--- src/rtl/mem_map_pkg.sv ---
`default_nettype none
// ============================================================================
// Module      : mem_map_pkg
// Description : Shared FSM state type, default two-region memory map and
//               error-counter width for the memory-map controller.
// Revision    : 1.0 - initial release
// ============================================================================
package mem_map_pkg;

    typedef enum logic [1:0] {
        ST_IDLE   = 2'd0,
        ST_ACCESS = 2'd1,
        ST_RESP   = 2'd2
    } state_t;

    localparam int c_err_cnt_w = 16;

    // Region 0: ROM 0..152099 read-only; region 1: RAM 152100..304455 writable
    localparam logic [63:0] c_def_region_base  = {32'd152100, 32'd0};
    localparam logic [63:0] c_def_region_limit = {32'd304455, 32'd152099};
    localparam logic [1:0]  c_def_region_wr    = 2'b10;

    function automatic int clog2_min1(input int n);
        return (n > 1) ? $clog2(n) : 1;
    endfunction

endpackage
`default_nettype wire

--- src/rtl/mem_map_decoder.sv ---
`default_nettype none
// ============================================================================
// Module      : mem_map_decoder
// Description : Combinational address decoder: region hit, index, local
//               offset and writable flag; lowest index wins on overlap.
// Revision    : 1.0 - initial release
// ============================================================================
module mem_map_decoder #(
    parameter int                             NUM_REGIONS  = 2,
    parameter int                             ADDR_W       = 32,
    parameter int                             IDX_W        = 1,
    parameter logic [NUM_REGIONS*ADDR_W-1:0]  REGION_BASE  = '0,
    parameter logic [NUM_REGIONS*ADDR_W-1:0]  REGION_LIMIT = '0,
    parameter logic [NUM_REGIONS-1:0]         REGION_WR    = '0
) (
    input  logic [ADDR_W-1:0] addr,
    output logic              hit,
    output logic [IDX_W-1:0]  idx,
    output logic [ADDR_W-1:0] offset,
    output logic              writable
);

    logic [ADDR_W-1:0] w_base;
    logic [ADDR_W-1:0] w_span;

    always_comb begin
        hit      = 1'b0;
        idx      = '0;
        offset   = '0;
        writable = 1'b0;
        w_base   = '0;
        w_span   = '0;
        // Walk downwards so the lowest matching index is the last one written
        for (int i = NUM_REGIONS - 1; i >= 0; i--) begin
            w_base = REGION_BASE[i*ADDR_W +: ADDR_W];
            w_span = REGION_LIMIT[i*ADDR_W +: ADDR_W] - w_base;
            if ((addr - w_base) <= w_span) begin
                hit      = 1'b1;
                idx      = IDX_W'(i);
                offset   = addr - w_base;
                writable = REGION_WR[i];
            end
        end
    end

endmodule
`default_nettype wire

--- src/rtl/mem_map_ctrl.sv ---
`default_nettype none
// ============================================================================
// Module      : mem_map_ctrl
// Description : Single-outstanding memory-map controller: decodes requests
//               into regions, runs the memory access and returns one response.
//               Optional fault counter enabled by MEM_MAP_ERR_CNT_EN.
// Revision    : 1.0 - initial release
// ============================================================================
module mem_map_ctrl
    import mem_map_pkg::*;
#(
    parameter int                             NUM_REGIONS  = 2,
    parameter int                             ADDR_W       = 32,
    parameter int                             DATA_W       = 32,
    parameter int                             RD_LAT       = 1,
    parameter logic [NUM_REGIONS*ADDR_W-1:0]  REGION_BASE  = c_def_region_base,
    parameter logic [NUM_REGIONS*ADDR_W-1:0]  REGION_LIMIT = c_def_region_limit,
    parameter logic [NUM_REGIONS-1:0]         REGION_WR    = c_def_region_wr
) (
    input  logic                                 clk,
    input  logic                                 rst,
    input  logic                                 req_valid,
    output logic                                 req_ready,
    input  logic                                 req_we,
    input  logic [ADDR_W-1:0]                    req_addr,
    input  logic [DATA_W-1:0]                    req_wdata,
    output logic                                 rsp_valid,
    output logic [DATA_W-1:0]                    rsp_rdata,
    output logic                                 rsp_err,
    output logic [clog2_min1(NUM_REGIONS)-1:0]   rsp_region,
    output logic [NUM_REGIONS-1:0]               mem_sel,
    output logic                                 mem_we,
    output logic [ADDR_W-1:0]                    mem_addr,
    output logic [DATA_W-1:0]                    mem_wdata,
    input  logic [NUM_REGIONS*DATA_W-1:0]        mem_rdata
`ifdef MEM_MAP_ERR_CNT_EN
    ,
    output logic [c_err_cnt_w-1:0]               err_cnt
`endif
);

    localparam int c_idx_w = clog2_min1(NUM_REGIONS);
    localparam int c_cnt_w = clog2_min1(RD_LAT);

    state_t              r_state;
    state_t              w_next;
    logic                w_accept;
    logic                w_hit;
    logic                w_wr;
    logic                w_fault;
    logic [c_idx_w-1:0]  w_idx;
    logic [ADDR_W-1:0]   w_offset;
    logic [c_idx_w-1:0]  r_idx;
    logic                r_we;
    logic [DATA_W-1:0]   r_wdata;
    logic [c_cnt_w-1:0]  r_cnt;

    mem_map_decoder #(
        .NUM_REGIONS  (NUM_REGIONS),
        .ADDR_W       (ADDR_W),
        .IDX_W        (c_idx_w),
        .REGION_BASE  (REGION_BASE),
        .REGION_LIMIT (REGION_LIMIT),
        .REGION_WR    (REGION_WR)
    ) u_decoder (
        .addr     (req_addr),
        .hit      (w_hit),
        .idx      (w_idx),
        .offset   (w_offset),
        .writable (w_wr)
    );

    assign w_fault = !w_hit || (req_we && !w_wr);

    always_ff @(posedge clk) begin
        if (rst) begin
            r_state <= ST_IDLE;
        end else begin
            r_state <= w_next;
        end
    end

    always_comb begin
        w_next   = r_state;
        w_accept = 1'b0;
        case (r_state)
            ST_IDLE: begin
                if (req_valid) begin
                    w_accept = 1'b1;
                    w_next   = w_fault ? ST_RESP : ST_ACCESS;
                end
            end
            ST_ACCESS: begin
                // Writes take one cycle; reads hold for the full read latency
                if (r_we || (r_cnt == c_cnt_w'(RD_LAT - 1))) begin
                    w_next = ST_RESP;
                end
            end
            ST_RESP: w_next = ST_IDLE;
            default: w_next = ST_IDLE;
        endcase
    end

    always_ff @(posedge clk) begin
        if (rst) begin
            r_idx      <= '0;
            r_we       <= 1'b0;
            r_wdata    <= '0;
            r_cnt      <= '0;
            mem_addr   <= '0;
            rsp_err    <= 1'b0;
            rsp_rdata  <= '0;
            rsp_region <= '0;
        end else begin
            if (w_accept) begin
                r_idx    <= w_idx;
                r_we     <= req_we;
                r_wdata  <= req_wdata;
                r_cnt    <= '0;
                mem_addr <= w_offset;
                if (w_fault) begin
                    rsp_err    <= 1'b1;
                    rsp_rdata  <= '0;
                    rsp_region <= w_idx;
                end
            end
            if (r_state == ST_ACCESS) begin
                r_cnt <= r_cnt + c_cnt_w'(1);
                if (w_next == ST_RESP) begin
                    rsp_err    <= 1'b0;
                    rsp_region <= r_idx;
                    rsp_rdata  <= r_we ? '0 : mem_rdata[int'(r_idx)*DATA_W +: DATA_W];
                end
            end
        end
    end

    assign req_ready = (r_state == ST_IDLE);
    assign rsp_valid = (r_state == ST_RESP);
    assign mem_sel   = (r_state == ST_ACCESS) ? (NUM_REGIONS'(1) << r_idx) : '0;
    assign mem_we    = (r_state == ST_ACCESS) && r_we;
    assign mem_wdata = r_wdata;

`ifdef MEM_MAP_ERR_CNT_EN
    always_ff @(posedge clk) begin
        if (rst) begin
            err_cnt <= '0;
        end else if ((r_state == ST_RESP) && rsp_err && (err_cnt != '1)) begin
            err_cnt <= err_cnt + c_err_cnt_w'(1);
        end
    end
`endif

endmodule
`default_nettype wire
--- config.mk ---
export PLATFORM = sky130hd
export DESIGN_NAME = mem_map_ctrl
export DESIGN_NICKNAME = d
export VERILOG_FILES = /design/src/rtl/mem_map_pkg.sv /design/src/rtl/mem_map_decoder.sv /design/src/rtl/mem_map_ctrl.sv
export SDC_FILE = /design/constraint.sdc
export NUM_CORES = 1
export LEC_CHECK = 0
export BUFFER_PORTS_ARGS = -buffer_cell sky130_fd_sc_hd__buf_2
export CAP_MARGIN = 5
export CORE_UTILIZATION = 43
export DETAILED_ROUTE_END_ITERATION = 10
export PLACE_DENSITY_LB_ADDON = 0.1
export RECOVER_POWER = 25
export SETUP_SLACK_MARGIN = 0.15
export SYNTH_ARGS = -nofsm -noshare
export SYNTH_HDL_FRONTEND = slang
export SYNTH_SLANG_ARGS = --single-unit
--- constraint.sdc ---
create_clock -name clk -period 2.9 [get_ports clk]
set_clock_uncertainty 0.05 [all_clocks]
set_input_delay 0 -clock clk [delete_from_list [all_inputs] [get_ports clk]]
set_output_delay 0 -clock clk [all_outputs]
set_load 0.02 [all_outputs]
==> flow_summary.rst, run 1 <==
.. list-table::
   :header-rows: 1

   * - Metric
     - Value
   * - Post-Synthesis Mean Instance Area
     - 8.28 sq um
   * - Overall Power
     - 3.34 mW
   * - Comb pwr share
     - 22.2%
   * - Number of buffers added on ports
     - 234
   * - Global-route total usage across every layer
     - 32.8%
   * - Maximum clock frequency
     - 372 MHz
   * - Max-cap violations
     - 0
   * - Final setup violation count
     - 0
   * - Net Sw Frac
     - 27.9%
   * - Warning count from the yosys run
     - 0
   * - Number of enable-type register cells in the synthesized netlist
     - 0
   * - Power per unit of standard cell area
     - 390 nW/um^2
   * - Number of detailed-route iterations in the first pass
     - 5
   * - Std cell rows
     - 40
   * - Post-Syn Instances
     - 649
   * - Biggest fanout along the worst timing path
     - 22
   * - Count of fill cells added during filler insertion
     - 986
   * - Final routed wirelength across all metal layers
     - 21,600 um
   * - Initial antenna violation count
     - 0
   * - Proportion of netlist area held by the largest area contributor
     - 38.4%
   * - Pin count of the biggest net entering global routing
     - 36
   * - Estimated wirelength of the detail-placed design
     - 14,000 um
   * - Top cells by area in the synthesized netlist
     - sky130_fd_sc_hd__dfxtp_1, sky130_fd_sc_hd__mux2i_1, sky130_fd_sc_hd__nand2_1
   * - Clock root buffer
     - sky130_fd_sc_hd__clkbuf_16
   * - Data arrival at the endpoint of the critical path
     - 2.90 ns
   * - Share of synthesized area occupied by flip-flops and latches
     - 38.4%
   * - Hold path start
     - req_addr[2]
   * - Post-synthesis instance area
     - 5380 sq um
   * - N_diodes
     - 0
   * - Static Leak
     - 3.63 nW
   * - Number of max-slew violations in the final report
     - 0
   * - Primary FF master, synth
     - sky130_fd_sc_hd__dfxtp_1
   * - Final Cycle Share
     - 92.6%
   * - Detail-routed via count per cell
     - 5.52
   * - Last element of the critical path
     - rsp_rdata[20]
   * - Number of cells on the worst reg-to-reg path
     - 3
   * - Relative area change from synthesis to final layout
     - 59.4%
   * - Clock sinks
     - 103
   * - Area of the die
     - 13,000 sq um
   * - Detailed router's first-iteration violation count
     - 581
   * - Total internal power
     - 2.41 mW
   * - Hold Fails Final Rpt
     - 0
   * - Tightest slew margin relative to the limit
     - 28.8%
   * - Clock slew seen by the registers of the worst setup and hold paths
     - 0.08 ns
   * - Reg-to-reg slack, setup
     - 0.66 ns
   * - Distinct cell type count after synthesis
     - 71
   * - Seq cells post-synth
     - 103
   * - Worst-case hold slack
     - 0.0281 ns
   * - Clk_lat worst skew
     - 0.35 ns
   * - Number of global-route vias before repair
     - 6,651
   * - Number of top-level pins
     - 235
   * - Bufs on Longest Clock Path
     - 2
   * - Number of buffers added by the clock tree synthesis step
     - 9
   * - Clock group share of total power
     - 33.7%
   * - Shortest period the worst path allows
     - 2.69 ns
   * - Routed via count
     - 6,700
   * - GRT overflow
     - 0
   * - DRT antenna net count
     - 0
   * - Peak ir drop on the vdd network
     - 0.276 mV
   * - Area of the placeable core
     - 12,100 sq um
   * - End of the worst register-to-register path
     - rsp_rdata[30]
   * - Share of cells above drive strength 1
     - 30.9%
   * - Initial core utilization
     - 44.4%
   * - Clock tree from TritonCTS
     - built
   * - Final routed DRC violation total
     - 0
   * - Type of origin of the critical path
     - input pin
   * - Average wire per standard cell
     - 17.8 um
   * - Type of the worst setup path
     - in2reg
   * - Setup repair after global routing missed its margin
     - yes
   * - Run status
     - complete, no violations
   * - Cell accounting for the most synthesized area
     - sky130_fd_sc_hd__dfxtp_1
   * - Fraction of registers with async set or reset after synthesis
     - 0%
   * - Sequential share of power
     - 44.1%
   * - Final weighted congestion in routability-driven placement
     - 0.949
   * - Required arrival time at the worst endpoint
     - 3.12 ns
   * - Worst setup EP type
     - flip-flop
   * - Die extent in x
     - 114 um
   * - H-Tree Depth
     - 3
   * - Die Y
     - 114 um
   * - Tightest Pin Transition
     - 1.07 ns
   * - Path category of the worst min-delay check
     - in2reg
   * - Switch Pwr
     - 0.931 mW
   * - First-pass GRT wire length
     - 33,500 um
   * - Launch point of the worst path
     - req_addr[19]
   * - Launch point of the worst reg-to-reg path
     - r_idx
   * - Post-synth net total
     - 783
   * - Final-stage net count
     - 1,175
## synthesized netlist by cell type, types with 8 or more instances
cell / count
sky130_fd_sc_hd__a21oi_1: 56
sky130_fd_sc_hd__nor3_1: 24
sky130_fd_sc_hd__o31ai_1: 8
sky130_fd_sc_hd__nand2_1: 87
sky130_fd_sc_hd__nor4_1: 8
sky130_fd_sc_hd__mux2i_1: 34
sky130_fd_sc_hd__clkbuf_1: 30
sky130_fd_sc_hd__nor2b_1: 10
sky130_fd_sc_hd__inv_1: 9
sky130_fd_sc_hd__o2bb2ai_1: 32
sky130_fd_sc_hd__o21ai_0: 22
sky130_fd_sc_hd__buf_2: 9
sky130_fd_sc_hd__dfxtp_1: 103
sky130_fd_sc_hd__o21a_1: 10
sky130_fd_sc_hd__and2_1: 18
sky130_fd_sc_hd__nand2b_1: 9
sky130_fd_sc_hd__nor2_1: 50
sky130_fd_sc_hd__nand3_1: 9
## area by class of cell
class / instances / area [sq um] / area share, %
Sequential cell: 103 / 2060 / 24.1
Multi-Input combinational cell: 487 / 3110 / 36.3
Timing Repair Buffer: 431 / 2870 / 33.5
Clock buffer: 11 / 243 / 2.83
Inverter: 9 / 33.8 / 0.394
Clock inverter: 4 / 32.5 / 0.380
Tap cell: 168 / 210 / 2.45
## cells in the final DEF (no fill, tap or decap), drive strengths merged, types with 26 or more instances in the layout
| cell type | instances |
|---|---|
| buf | 281 |
| dfxtp | 103 |
| dlygate4sd3 | 99 |
| nand2 | 87 |
| clkbuf | 62 |
| a21oi | 56 |
| nor2 | 51 |
| mux2i | 34 |
| o2bb2ai | 32 |
| nor3 | 26 |
## how the worst min path moves through the flow
stage	to	slack, ns	depth (start not counted)
global route	mem_addr[2]	0.05	4
floorplan	mem_addr[0]	0.08	1
detailed placement	mem_addr[0]	0.19	2
global placement	mem_addr[0]	0.18	2
CTS	mem_addr[2]	0.03	4
finish	mem_addr[2]	0.03	4
## routing by layer
metal | wire length [um] | vias up | global-route usage (%) | share of wire (%)
li1 | - | 3159 | - | -
met1 | 8930 | 3114 | 39.4 | 41
met2 | 10200 | 344 | 56.0 | 47
met3 | 1410 | 83 | 5.53 | 6.5
met4 | 1060 | 0 | 17.6 | 4.9
met5 | 0 | - | 0 | 0
## cells by family after synthesis
kind of cell    after synthesis  synth area share [%]
buf+inv                      59                  4.75
simple gates                254                  24.1
fa+ha+maj                     2                 0.465
compound gates              190                  24.9
mux                          34                  6.33
xor+xnor                      7                  1.14
flops                       103                  38.4
## metrics by stage
stage	std cells	setup TNS [ns]	area (sq um)	setup slack (ns)	utilization [%]
floorplan	649	0	5390	0.156	-
global placement	1098	-4.08	7300	-0.144	60.3
detailed placement	1098	-5.45	7300	-0.232	60.3
CTS	1212	0	8570	0.182	70.8
global route	1213	0	8570	0.129	70.7
finish	1213	0	8570	0.214	70.7
## critical path, stage by stage
cell and delay, ns:
sky130_fd_sc_hd__buf_2 0.13, sky130_fd_sc_hd__nor4_4 0.44, sky130_fd_sc_hd__a41oi_1 0.17, sky130_fd_sc_hd__o211a_1 0.25
sky130_fd_sc_hd__or4b_1 0.49, sky130_fd_sc_hd__nor4b_2 0.33, sky130_fd_sc_hd__buf_4 0.16, sky130_fd_sc_hd__nand4_2 0.12
sky130_fd_sc_hd__nor2_4 0.21, sky130_fd_sc_hd__o31a_2 0.25, sky130_fd_sc_hd__buf_12 0.18, sky130_fd_sc_hd__o2bb2ai_1 0.16
## sequential cells by signal, indices dropped and copies added (netlist names)
signal	flops
mem_addr	32
mem_wdata	32
r_cnt	1
r_idx	1
r_state	2
r_we	1
rsp_err	1
rsp_rdata	32
rsp_region	1
## repair_timing
item / CTS / global route
pin swaps: 0 / 5
endpoints found under the setup margin: 4 / 50
hold buffers: 99 / 0
buffers inserted: 0 / 1
gates resized for setup: 1 / 14
endpoints found under the hold margin: 67 / 0
## power by group through the flow
stage / Sequential [mW] / Combinational, mW / Clock, mW
final: 1.47 / 0.741 / 1.13
after CTS: 1.47 / 0.714 / 1.14
after global routing: 1.48 / 0.794 / 1.20
after detailed placement: 1.50 / 0.608 / 0
after global placement: 1.50 / 0.600 / 0
after floorplan: 1.55 / 0.265 / 0
Note: power is estimated with default switching activity, not from simulation.
==> inputs of run 2 (changes only) <==
- CORE_UTILIZATION: 43 -> 48
- clock period: 2.9 -> 2.8 ns (I/O delays scaled with it)
==> run 2 against run 1 <==
  * Clock power decreased by 4%
  * Die area decreased by 10%
  * Final cell count decreased by 1.5%
  * First-iteration DRC count increased by 17%
  * Register-to-register slack got worse by 0.27 ns
  * Cell area increased by 0.67%
  * Sequential share of layout area decreased by 0.16 points
  * Critical endpoint is now mem_addr[9]
  * Highest routed layer unchanged
==> flow_summary.rst, run 2 (synthesis results as in run 1) <==
.. list-table::
   :header-rows: 1

   * - Metric
     - Value
   * - Run status
     - complete, no violations
   * - Routed via count
     - 6,910 (+3.1%)
   * - Initial core utilization
     - 49.4% (+5.0 points)
   * - Number of cells on the worst reg-to-reg path
     - 3 (unchanged)
   * - Setup repair after global routing missed its margin
     - yes
   * - Final setup violation count
     - 0 (unchanged)
   * - Std cell rows
     - 38 (-5.0%)
   * - Number of buffers added on ports
     - 234 (unchanged)
   * - Global-route total usage across every layer
     - 39.0% (+6.2 points)
   * - GRT overflow
     - 0 (unchanged)
   * - Commonest non-fill, non-tap cell in the layout
     - sky130_fd_sc_hd__buf_2
   * - Final weighted congestion in routability-driven placement
     - 0.953 (+0.42%)
   * - Post-placement cell count
     - 1,069 (-2.6%)
   * - Type of the worst setup path
     - in2reg
   * - Clock root buffer
     - sky130_fd_sc_hd__clkbuf_8
   * - DRT antenna net count
     - 0 (unchanged)
   * - Initial antenna violation count
     - 0 (unchanged)
   * - Estimated wirelength of the detail-placed design
     - 13,800 um (-0.98%)
   * - H-Tree Depth
     - 3 (unchanged)
   * - Average wire per standard cell
     - 19.5 um (+9.1%)
   * - Number of max-slew violations in the final report
     - 0 (unchanged)
   * - N_diodes
     - 0 (unchanged)
   * - Number of global-route vias before repair
     - 6,912 (+3.9%)
   * - Highest-count cells in the layout ignoring fill and taps
     - sky130_fd_sc_hd__buf_2, sky130_fd_sc_hd__dfxtp_1, sky130_fd_sc_hd__buf_4, sky130_fd_sc_hd__dlygate4sd3_1, sky130_fd_sc_hd__nand2_1
   * - Clock tree from TritonCTS
     - built
   * - Instance area after placement
     - 7280 sq um (-0.34%)
   * - Detail-routed via count per cell
     - 5.78 (+4.7%)
   * - Die Y
     - 108 um (-5.3%)
   * - Path category of the worst min-delay check
     - in2reg
   * - Clock slew seen by the registers of the worst setup and hold paths
     - 0.10 ns (+0.02 ns)
   * - Number of buffers added by the clock tree synthesis step
     - 9 (unchanged)
   * - Tightest slew margin relative to the limit
     - 18.9% (-9.9 points)
   * - Master of the slowest instance on the critical path
     - sky130_fd_sc_hd__or4b_4
   * - Maximum clock frequency
     - 379 MHz
   * - Tightest Pin Transition
     - 1.21 ns (+0.146 ns)
   * - Peak ir drop on the vdd network
     - 0.410 mV (+49%)
   * - Hold Fails Final Rpt
     - 0 (unchanged)
   * - Area of the placeable core
     - 10,900 sq um (-10%)
   * - Max-cap violations
     - 0 (unchanged)
   * - Die extent in x
     - 108 um (-5.3%)
   * - Worst setup EP type
     - flip-flop
   * - Final routed wirelength across all metal layers
     - 23,200 um (+7.5%)
   * - Power per unit of standard cell area
     - 395 nW/um^2 (+1.4%)
   * - Pin count of the biggest net entering global routing
     - 60 (+67%)
   * - Delay contributed by the slowest stage of the critical path
     - 0.52 ns (+0.03 ns)
   * - Biggest fanout along the worst timing path
     - 7 (-68%)
   * - Required arrival time at the worst endpoint
     - 3.03 ns (-0.09 ns)
   * - Worst-case hold slack
     - 0.0145 ns (-0.0136 ns)
   * - Share of cells above drive strength 1
     - 32.1% (+1.2 points)
   * - Area of the die
     - 11,600 sq um (-10%)
   * - Shortest period the worst path allows
     - 2.64 ns
   * - Series of cell instances along the critical path
     - buf_2 > a211oi_1 > o221ai_1 > a221oi_1 > or4b_4 > nor4b_4 > nand4_2 > nor2_4 > buf_4 > a21oi_1 > o41ai_2
   * - Count of fill cells added during filler insertion
     - 755 (-23%)
   * - Number of detailed-route iterations in the first pass
     - 7 (+2)
   * - Detailed router's first-iteration violation count
     - 678 (+17%)
   * - Clock sinks
     - 103 (unchanged)
   * - Static Leak
     - 3.69 nW (+1.5%)
   * - Clk_lat worst skew
     - 0.40 ns (+0.05 ns)
   * - Final routed DRC violation total
     - 0 (unchanged)
   * - Relative area change from synthesis to final layout
     - 60.5%
   * - Bufs on Longest Clock Path
     - 2 (unchanged)
   * - Non-filler instance count after layout
     - 1,195 (-1.5%)
   * - Data arrival at the endpoint of the critical path
     - 2.87 ns (-0.03 ns)
   * - Type of origin of the critical path
     - input pin
   * - Number of top-level pins
     - 235 (unchanged)
   * - First-pass GRT wire length
     - 34,700 um (+3.4%)
   * - Final instance area
     - 8630 sq um (+0.67%)
   * - Final-stage net count
     - 1,184 (+0.77%)
   * - Final Cycle Share
     - 94.3%
   * - Cell count of the worst hold path
     - 4 (unchanged)
-- run 2: cell count changes in the layout (fill, tap and decap cells not counted), sizes merged --
cell,change
clkbuf,-2
inv,+3
clkinvlp,-2
dlygate4sd3,+2
bufinv,+2
buf,+7
-- run 2: area by class of cell --
type                            count  area, sq um  area share, %
Clock buffer                        9          124           1.44
Clock inverter                      7          100           1.16
Inverter                            9         33.8          0.392
Multi-Input combinational cell    487         3190           36.9
Sequential cell                   103         2060           23.9
Tap cell                          140          175           2.03
Timing Repair Buffer              440         2940           34.1
-- run 2: through the flow --
stage                     util [%]  worst slack, ns  setup TNS (ns)  power (mW)
after global routing          79.2           0.0376               0        3.53
final                         79.2            0.160               0        3.41
after floorplan                  -            0.104               0        1.88
after detailed placement      66.8           -0.210           -5.37        2.19
after global placement        66.8           -0.167           -2.44        2.18
after CTS                     78.2            0.182               0        3.34
-- run 2: worst paths after layout --
check	start	end	slack, ns
max	req_addr[15]	mem_addr[9]	0.16
max reg2reg	r_idx	rsp_rdata[25]	0.39
min reg2reg	mem_wdata[2]	mem_wdata[2]	0.41
min	req_addr[14]	mem_addr[14]	0.01
-- run 2: power breakdown --
part | internal (mW) | switching (mW) | leakage, nW
Sequential | 1.50 | 0.0251 | 0.838
Clock | 0.514 | 0.568 | 0.115
Combinational | 0.376 | 0.423 | 2.73
Total | 2.39 | 1.02 | 3.69
-- run 2: critical path: cells and delay by family --
| family | cells | cell delay (ns) |
|---|---|---|
| buf+inv | 2 | 0.35 |
| compound gates | 5 | 1.31 |
| simple gates | 4 | 1.22 |
-- run 2: routing by layer --
| metal | vias to the layer above | routed length [um] | global-route usage, % |
|---|---|---|---|
| met1 | 3180 | 8370 | 40.0 |
| met3 | 120 | 1720 | 8.29 |
| met4 | 0 | 1370 | 25.9 |
| met5 | - | 0 | 0 |
| li1 | 3163 | - | - |
| met2 | 447 | 11800 | 70.7 |
-- run 2: repair_timing --
action | CTS | global route
endpoints found under the hold margin | 69 | 0
endpoints found under the setup margin | 0 | 54
setup buffers | 0 | 9
hold buffers | 101 | 0
gates resized for setup | 0 | 20
==> inputs of run 3 (changes only) <==
- CORE_UTILIZATION: 48 -> 49
- CTS_BUF_LIST: unset -> sky130_fd_sc_hd__clkbuf_4 sky130_fd_sc_hd__clkbuf_8
==> run 3 against run 2 <==
  * Global-route usage increased by 1.5 points
  * Die area decreased by 2.0%
  * Clock power decreased by 6%
  * Sequential share of layout area increased by 0.32 points
  * Worst hold slack improved by 0.016 ns
  * Routed wire length increased by 0.26%
  * Critical endpoint is now mem_addr[3]
==> flow_summary.rst, run 3 (synthesis results as in run 1) <==
.. list-table::
   :header-rows: 1

   * - Metric
     - Value
   * - Highest-count cells in the layout ignoring fill and taps
     - sky130_fd_sc_hd__buf_2, sky130_fd_sc_hd__dfxtp_1, sky130_fd_sc_hd__dlygate4sd3_1, sky130_fd_sc_hd__nand2_1, sky130_fd_sc_hd__buf_4
   * - Average wire per standard cell
     - 19.9 um (+2.1%)
   * - Detailed router's first-iteration violation count
     - 686 (+1.2%)
   * - Commonest non-fill, non-tap cell in the layout
     - sky130_fd_sc_hd__buf_2
   * - Run status
     - complete, no violations
   * - Data arrival at the endpoint of the critical path
     - 2.90 ns (+0.03 ns)
   * - Final routed DRC violation total
     - 0 (unchanged)
   * - Detail-routed via count per cell
     - 5.99 (+3.6%)
   * - Share of cells above drive strength 1
     - 31.5% (-0.60 points)
   * - Estimated wirelength of the detail-placed design
     - 13,700 um (-0.90%)
   * - Global-route total usage across every layer
     - 40.4% (+1.5 points)
   * - Type of the worst setup path
     - in2reg
   * - Final weighted congestion in routability-driven placement
     - 0.952 (about the same)
   * - First-pass GRT wire length
     - 36,100 um (+4.0%)
   * - Peak ir drop on the vdd network
     - 0.352 mV (-14%)
   * - Sum of negative setup slack
     - 0 ns (unchanged)
   * - Clock slew seen by the registers of the worst setup and hold paths
     - 0.11 ns (about the same)
   * - Number of max-slew violations in the final report
     - 0 (unchanged)
   * - Clk_lat worst skew
     - 0.37 ns (-0.03 ns)
   * - Post-Route Utilization
     - 81.4% (+2.1 points)
   * - Area of the placeable core
     - 10,500 sq um (-3.9%)
   * - Final routed wirelength across all metal layers
     - 23,300 um (+0.26%)
   * - Number of top-level pins
     - 235 (unchanged)
   * - Initial antenna violation count
     - 1 (+1)
   * - Type of origin of the critical path
     - input pin
   * - Final instance area
     - 8510 sq um (-1.3%)
   * - Bufs on Longest Clock Path
     - 2 (unchanged)
   * - Worst setup EP type
     - flip-flop
   * - Number of detailed-route iterations in the first pass
     - 5 (-2)
   * - Biggest fanout along the worst timing path
     - 4 (-3)
   * - Required arrival time at the worst endpoint
     - 3.05 ns (+0.02 ns)
   * - Std cell rows
     - 37 (-2.6%)
   * - Cell count of the worst hold path
     - 4 (unchanged)
   * - Sequential cell area
     - 2060 sq um (unchanged)
   * - Hold Fails Final Rpt
     - 0 (unchanged)
   * - Top metal layer carrying routed signals
     - met4
   * - Final Cycle Share
     - 94.6% (+0.29 points)
   * - Clock tree from TritonCTS
     - built
   * - Static Leak
     - 3.57 nW (-3.1%)
   * - Setup repair after global routing missed its margin
     - yes
   * - Die extent in x
     - 107 um (-1.0%)
   * - Area of the die
     - 11,400 sq um (-2.0%)
   * - Path category of the worst min-delay check
     - in2reg
   * - Length of routed met3 wiring
     - 1980 um (+16%)
   * - Tightest slew margin relative to the limit
     - 24.2% (+5.3 points)
   * - Instance area after placement
     - 7190 sq um (-1.2%)
   * - Non-filler instance count after layout
     - 1,174 (-1.8%)
   * - Relative area change from synthesis to final layout
     - 58.4%
   * - Count of fill cells added during filler insertion
     - 660 (-13%)
   * - Initial core utilization
     - 51.4% (+2.0 points)
   * - Maximum clock frequency
     - 378 MHz (-0.30%)
   * - Max-cap violations
     - 0 (unchanged)
   * - Number of global-route vias before repair
     - 7,232 (+4.6%)
   * - Pin count of the biggest net entering global routing
     - 39 (-35%)
   * - Final-stage net count
     - 1,166 (-1.5%)
   * - Number of buffers added on ports
     - 234 (unchanged)
   * - DRT antenna net count
     - 0 (unchanged)
   * - Die Y
     - 107 um (-1.0%)
   * - Clock sinks
     - 103 (unchanged)
   * - Number of buffers added by the clock tree synthesis step
     - 9 (unchanged)
   * - Clock root buffer
     - sky130_fd_sc_hd__clkbuf_8
   * - Shortest period the worst path allows
     - 2.65 ns (+0.00804 ns)
   * - Routed length on met1
     - 8220 um (-1.8%)
   * - GRT overflow
     - 0 (unchanged)
   * - Number of cells on the worst reg-to-reg path
     - 3 (unchanged)
   * - H-Tree Depth
     - 3 (unchanged)
   * - Final setup violation count
     - 0 (unchanged)
   * - Power per unit of standard cell area
     - 392 nW/um^2 (-0.85%)
   * - Routed via count
     - 7,034 (+1.8%)
   * - Post-placement cell count
     - 1,054 (-1.4%)
   * - Tightest Pin Transition
     - 1.13 ns (-0.0797 ns)
   * - Area of the multi-input gates
     - 3240 sq um (+1.7%)
   * - Met2 wire length
     - 11,600 um (-1.9%)
run 3: cell count changes in the layout (fill, tap and decap cells not counted), sizes merged:
cell / change
dlygate4sd3: -2
diode: +1
bufinv: -1
clkbuf: +1
buf: -16
run 3: worst paths after layout:
check / slack [ns] / start / endpoint
max: 0.15 / req_addr[2] / mem_addr[3]
min: 0.03 / req_addr[10] / mem_addr[10]
max reg2reg: 0.45 / r_state[0] / rsp_rdata[29]
min reg2reg: 0.41 / mem_wdata[6] / mem_wdata[6]
run 3: power breakdown:
part           total [mW]  internal [mW]  switching, mW
logic               0.795          0.370          0.426
registers            1.53           1.51         0.0239
clock network        1.01          0.441          0.571
run 3: layout make-up:
| class | instances | share of cell area [%] |
|---|---|---|
| Clock buffer | 10 | 1.54 |
| Inverter | 9 | 0.397 |
| Sequential cell | 103 | 24.2 |
| Clock inverter | 6 | 0.897 |
| Timing Repair Buffer | 422 | 32.8 |
| Antenna cell | 1 | 0.0294 |
| Multi-Input combinational cell | 487 | 38.1 |
| Tap cell | 136 | 2.00 |
run 3: per-layer routing:
metal,up-vias,global-route usage [%]
li1,3132,-
met1,3270,43.8
met4,0,27.9
met2,491,70.6
met5,-,0
met3,141,8.21
run 3: through the flow:
step / hold slack (ns) / power [mW] / setup slack (ns)
5_1_grt: 0.0325 / 3.44 / 0.0794
6_report: 0.0310 / 3.34 / 0.152
2_1_floorplan: 0.0757 / 1.88 / 0.104
3_5_place_dp: 0.184 / 2.18 / -0.304
3_3_place_gp: 0.177 / 2.17 / -0.261
4_1_cts: 0.00762 / 3.27 / 0.160
run 3: critical path, stage by stage:
cell                      delay [ns]
sky130_fd_sc_hd__buf_2          0.10
sky130_fd_sc_hd__buf_4          0.14
sky130_fd_sc_hd__o311a_1        0.38
sky130_fd_sc_hd__nor3_2         0.22
sky130_fd_sc_hd__or2_2          0.16
sky130_fd_sc_hd__a21oi_1        0.08
sky130_fd_sc_hd__or4_4          0.48
sky130_fd_sc_hd__or4_4          0.57
sky130_fd_sc_hd__or3_4          0.39
sky130_fd_sc_hd__o21a_1         0.22
sky130_fd_sc_hd__nor3_2         0.13
run 3: repair_timing:
item,4_1_cts,5_1_grt
hold endpoints to repair,67,0
pin swaps,1,6
setup buffers,1,3
resized for setup,4,28
hold buffers,99,0
endpoints found under the setup margin,5,51
